[src/rtl/ram_store_packer.sv]
// ram_store_packer
// Reads num_beats*GROUP_SIZE consecutive words from a banked RAM read port,
// starting at base_addr and wrapping silently at 2^ADDR_WIDTH. It packs each
// group of GROUP_SIZE words into one MEM_DATA_WIDTH beat (lowest address in
// the LSBs) and presents the beats on a valid/ready stream.
//
// Ports:
//   clk, reset         clock, synchronous active-high reset
//   start              launch a transfer (sampled only in IDLE)
//   base_addr          first word address, captured on start
//   num_beats          number of output beats, captured on start
//   busy, done         status: not-IDLE, one-cycle completion pulse
//   ram_read_req/addr  RAM read request and word address
//   ram_read_data      RAM read data, valid one cycle after the request
//   m_valid/m_ready    output beat handshake
//   m_data, m_last     packed beat and final-beat flag
//
// state | meaning
// IDLE  | waiting for start
// RUN   | issuing word reads and packing beats
// FLUSH | all reads issued; draining the final beat
// DONE  | one-cycle completion pulse
module ram_store_packer #(
  parameter int DATA_WIDTH     = 16,
  parameter int MEM_DATA_WIDTH = 64,
  parameter int ADDR_WIDTH     = 13,
  parameter int CNT_W          = 16
) (
  input  logic                      clk,
  input  logic                      reset,
  input  logic                      start,
  input  logic [ADDR_WIDTH-1:0]     base_addr,
  input  logic [CNT_W-1:0]          num_beats,
  output logic                      busy,
  output logic                      done,
  output logic                      ram_read_req,
  output logic [ADDR_WIDTH-1:0]     ram_read_addr,
  input  logic [DATA_WIDTH-1:0]     ram_read_data,
  output logic                      m_valid,
  input  logic                      m_ready,
  output logic [MEM_DATA_WIDTH-1:0] m_data,
  output logic                      m_last
);

  localparam int GROUP_SIZE = MEM_DATA_WIDTH / DATA_WIDTH;
  localparam int PW         = $clog2(GROUP_SIZE + 1);
  localparam int WW         = CNT_W + $clog2(GROUP_SIZE) + 1;

  typedef enum logic [1:0] {IDLE, RUN, FLUSH, DONE} state_t;

  state_t                    state;
  state_t                    state_nxt;
  logic [ADDR_WIDTH-1:0]     addr;
  logic [WW-1:0]             words_left;
  logic [CNT_W-1:0]          beats_left;
  logic [PW-1:0]             pack_cnt;
  logic                      inflight;
  logic [MEM_DATA_WIDTH-1:0] pack;
  logic                      handshake;
  logic                      load_beat;
  logic                      room;

  assign handshake     = m_valid & m_ready;
  // Full pack register moves to the output register when that slot is free
  // or being emptied this cycle.
  assign load_beat     = (pack_cnt == PW'(GROUP_SIZE)) && (!m_valid || m_ready);
  // A word already in flight has a reserved slot, so count it as occupied.
  assign room          = ((PW + 1)'(pack_cnt) + (PW + 1)'(inflight)) < (PW + 1)'(GROUP_SIZE);
  assign ram_read_addr = addr;

  always_ff @(posedge clk) begin
    if (reset) state <= IDLE;
    else       state <= state_nxt;
  end

  always_comb begin
    state_nxt = state;
    case (state)
      IDLE: begin
        if (start) state_nxt = (num_beats == '0) ? DONE : RUN;
      end
      RUN: begin
        if (ram_read_req && (words_left == WW'(1))) state_nxt = FLUSH;
      end
      FLUSH: begin
        if (handshake && m_last) state_nxt = DONE;
      end
      DONE: state_nxt = IDLE;
      default: state_nxt = IDLE;
    endcase
  end

  always_comb begin
    busy         = (state != IDLE);
    done         = (state == DONE);
    ram_read_req = (state == RUN) && (words_left != '0) && room;
  end

  always_ff @(posedge clk) begin
    if (reset) begin
      addr       <= '0;
      words_left <= '0;
      beats_left <= '0;
      pack_cnt   <= '0;
      inflight   <= 1'b0;
      pack       <= '0;
      m_valid    <= 1'b0;
      m_data     <= '0;
      m_last     <= 1'b0;
    end else begin
      inflight <= ram_read_req;

      if ((state == IDLE) && start) begin
        addr       <= base_addr;
        words_left <= WW'(num_beats) * WW'(GROUP_SIZE);
        beats_left <= num_beats;
        pack_cnt   <= '0;
      end

      if (ram_read_req) begin
        addr       <= addr + ADDR_WIDTH'(1);
        words_left <= words_left - WW'(1);
      end

      // A returning word and a full pack register never coincide: a read is
      // only issued while the in-flight word still leaves a free slot.
      if (inflight) begin
        for (int k = 0; k < GROUP_SIZE; k++) begin
          if (pack_cnt == PW'(k)) pack[k*DATA_WIDTH +: DATA_WIDTH] <= ram_read_data;
        end
        pack_cnt <= pack_cnt + PW'(1);
      end else if (load_beat) begin
        m_data     <= pack;
        m_last     <= (beats_left == CNT_W'(1));
        beats_left <= beats_left - CNT_W'(1);
        pack_cnt   <= '0;
      end

      if (load_beat) begin
        m_valid <= 1'b1;
      end else if (handshake) begin
        m_valid <= 1'b0;
        m_last  <= 1'b0;
      end
    end
  end

endmodule

[config.mk]
export PLATFORM = sky130hd
export DESIGN_NAME = ram_store_packer
export DESIGN_NICKNAME = d
export VERILOG_FILES = /design/src/rtl/ram_store_packer.sv
export SDC_FILE = /design/constraint.sdc
export NUM_CORES = 1
export LEC_CHECK = 0
export BUFFER_PORTS_ARGS = -buffer_cell sky130_fd_sc_hd__buf_2
export CORE_ASPECT_RATIO = 2
export CORE_MARGIN = 2
export CORE_UTILIZATION = 50
export DETAILED_ROUTE_END_ITERATION = 12
export HOLD_SLACK_MARGIN = 0.03
export PLACE_DENSITY = 0.76
export SLEW_MARGIN = 20
export SYNTH_ARGS = -nofsm -noshare
export SYNTH_HDL_FRONTEND = slang
export SYNTH_SLANG_ARGS = --single-unit
export TNS_END_PERCENT = 100
[constraint.sdc]
create_clock -name clk -period 3.5 [get_ports clk]
set_clock_uncertainty 0.2 [all_clocks]
set_input_delay 0.175 -clock clk [delete_from_list [all_inputs] [get_ports clk]]
set_output_delay 0.175 -clock clk [all_outputs]
set_load 0.05 [all_outputs]
==> flow_metrics.env <==
export IMPL_io_buffers=130
export IMPL_num_rows=64
export IMPL_ys_flop_type="dfxtp_1"
export IMPL_required_ns=3.12
export IMPL_yosysWarnings=0
export IMPL_coreArea_um2=15400
export IMPL_dr_pass1_iters=6
export IMPL_fin_crit_sh=0.834
export IMPL_die_area_um2=16800
export IMPL_grt_usage=0.280
export IMPL_gr_total_overflow=0
export IMPL_die_y_um=181
export IMPL_synth_top_area_frac=0.468
export IMPL_final_nets=1209
export IMPL_fin_crit_ns=2.92
export IMPL_detail_route_wl_per_cell_um=17.2
export IMPL_hold_violations=0
export IMPL_synthCells=1004
export IMPL_cp_end_kind="output pin"
export IMPL_synth_most_common_cell="nand2_1"
export IMPL_synth_seq_cells=184
export IMPL_postSynth_asyncResetShare=0
export IMPL_vias=7774
export IMPL_tns_ns=0
export IMPL_ios=131
export IMPL_synth_edf_count=0
export IMPL_cts_clk_slew_worst_paths_ns=0.06
export IMPL_synth_common_cells="nand2_1, dfxtp_1, a21oi_1"
export IMPL_antenna_left=0
export IMPL_rsz0062_at_grt="no"
export IMPL_diodes=0
export IMPL_max_freq_mhz=343
export IMPL_first_global_vias=7338
export IMPL_hold_class="input pin to flop"
export IMPL_yosys_area_top_type="dfxtp_1"
export IMPL_routabilityCongestion=0.903
export IMPL_cts_hold_buffers=45
export IMPL_clock_sinks=184
export IMPL_slew_headroom=0.377
export IMPL_syn_avg_cell_area_um2=7.83
export IMPL_wl_mm=23.4
export IMPL_setup_ws_ns=0.581
export IMPL_drc_errors=0
export IMPL_via_per_inst=5.73
export IMPL_start_util=0.511
export IMPL_cts_inserted_buffers=17
export IMPL_ys_seq_area_frac=0.468
export IMPL_worstPathMaxFanout=26
export IMPL_antenna_found_initial=0
export IMPL_place_hpwl_mm=15.8
export IMPL_cts_htree_levels=4
export IMPL_syn_nets=1068
export IMPL_worstPathArrival_ns=2.54
export IMPL_area_growth_pct=22.0
export IMPL_slew_viol_final=0
export IMPL_finalSetupViolCount=0
export IMPL_leakagePower_uw=0.00362
export IMPL_outcome="completed"
export IMPL_cts_root_buf="clkbuf_16"
export IMPL_drive_gt1_frac=0.160
export IMPL_place_ws_ns=0.747
export IMPL_critPathMaxStageDelay_ns=0.43
export IMPL_max_cap_violations=0
export IMPL_vdd_drop_max_mv=0.494
export IMPL_p_per_area_nw_per_um2=710
export IMPL_fillers=1400
export IMPL_clock_latency_ns=0.43
export IMPL_cts_tree="done"
export IMPL_grt_max_degree=95
export IMPL_yosys_cell_types_count=68
export IMPL_drt_iter0_drc=416
export IMPL_grt_pass1_wl_mm=37.2
export IMPL_cp_start_kind="flop"
export IMPL_cts_resized=0
export IMPL_path_class="flop to output pin"
export IMPL_synth_area_leaders="dfxtp_1, nand2_1, a21oi_1"
export IMPL_die_w_um=92.7
export IMPL_syn_area_um2=7860
export IMPL_cp_slowest_cell="nor2_2"
export IMPL_path_cells="inv_1, ha_1, nand2b_1, nor2_2, o21ai_2, inv_2, buf_2"
export IMPL_post_cts_buffers=0
export IMPL_clock_path_buffers=2
export IMPL_worst_pin_slew_ns=0.935
-- per-layer routing --
| layer | share of wire | wire (µm) | track usage | up-vias |
|---|---|---|---|---|
| met1 | 0.35 | 8280 | 0.288 | 3633 |
| met5 | 0 | 0 | 0 | - |
| li1 | - | - | - | 3773 |
| met3 | 0.053 | 1240 | 0.0480 | 69 |
| met4 | 0.047 | 1100 | 0.152 | 0 |
| met2 | 0.55 | 12800 | 0.523 | 299 |
-- power by group --
group	leakage (µW)	internal, µW	switching (µW)
combinational	0.00189	816	1630
sequential	0.00149	2330	287
clock	0.000241	918	839
total	0.00362	4060	2750
-- state kept, by name, indices dropped and copies added, names as in the netlist --
signal / cells
beats_left: 16
pack: 64
pack_cnt: 3
m_last: 1
ram_read_addr: 13
state: 2
inflight: 1
m_data: 64
m_valid: 1
words_left: 19
-- layout by cell type, fill, tap and decap left out, types with 3 or more instances in the layout --
master and instances:
clkbuf_16 17, a311oi_1 5, o21ai_0 16, inv_1 23
or3_1 3, o311ai_0 6, and4_1 5, dfxtp_1 184
clkbuf_1 3, o22ai_1 9, a211oi_1 12, nand3_1 18
or4_1 4, buf_4 10, nand2b_1 6, a21oi_1 163
clkinvlp_4 6, and3_1 3, nor2_1 34, mux2i_1 6
ha_1 15, a31oi_1 13, a22oi_1 4, nand2_1 304
a221oi_1 6, buf_2 129, dlygate4sd3_1 45, a32oi_1 3
nand3b_1 6, o211ai_1 5, nor2b_1 4, nand4_1 7
nor3_1 13, nor4_1 12, and2_1 7
-- path summary, 6_finish.rpt --
check                                                 from                     endpoint  slack, ns  depth (start not counted)
worst max-delay path                 state[1]$_SDFFE_PP0P_                 ram_read_req       0.58                          7
worst min-delay path                                 start        state[0]$_SDFFE_PP0P_       0.08                          4
worst max register to register  words_left[1]$_SDFFE_PP0P_  words_left[16]$_SDFFE_PP0P_       0.67                          7
worst min register to register     m_data[55]$_SDFFE_PP0P_      m_data[55]$_SDFFE_PP0P_       0.25                          2
-- cell type report --
type	count	area [µm²]	area share
clock buffer	20	437	0.0455
clock inverter	12	96.3	0.0100
inverter	24	90.1	0.00939
multi-input combinational	733	3840	0.401
sequential	184	3680	0.384
tap	198	248	0.0258
timing repair buffer	185	1190	0.124
-- worst max-delay path, delay by kind of cell, from the launching register on --
kind                     cells  cell delay (ns)
AND/OR/NAND/NOR              2             0.54
buffers and inverters        3             0.88
flip-flops                   1             0.32
adder cells (fa/ha/maj)      1             0.24
AO/OA/AOI/OAI                1             0.13
-- cell families after synthesis --
group	share of synthesized area
muxes	0.00907
DFF	0.468
buffers and inverters	0.0431
and+or+nand+nor	0.250
xor gates and xnor gates	0.00111
adders and majority gates	0.0239
AOI/OAI and AO/OA	0.204
-- per-stage QoR --
stage          total power [µW]  hold WS, ns   util  area, µm²  instances
6_report                   6810       0.0829  0.624       9590       1356
2_1_floorplan              4370        0.111      -       7860       1004
5_1_grt                    7180        0.105  0.624       9590       1356
3_3_place_gp               4970        0.222  0.560       8610       1279
3_5_place_dp               5010        0.233  0.560       8610       1279
4_1_cts                    6790       0.0803  0.624       9590       1356
Power figures use the tool's default switching activity.
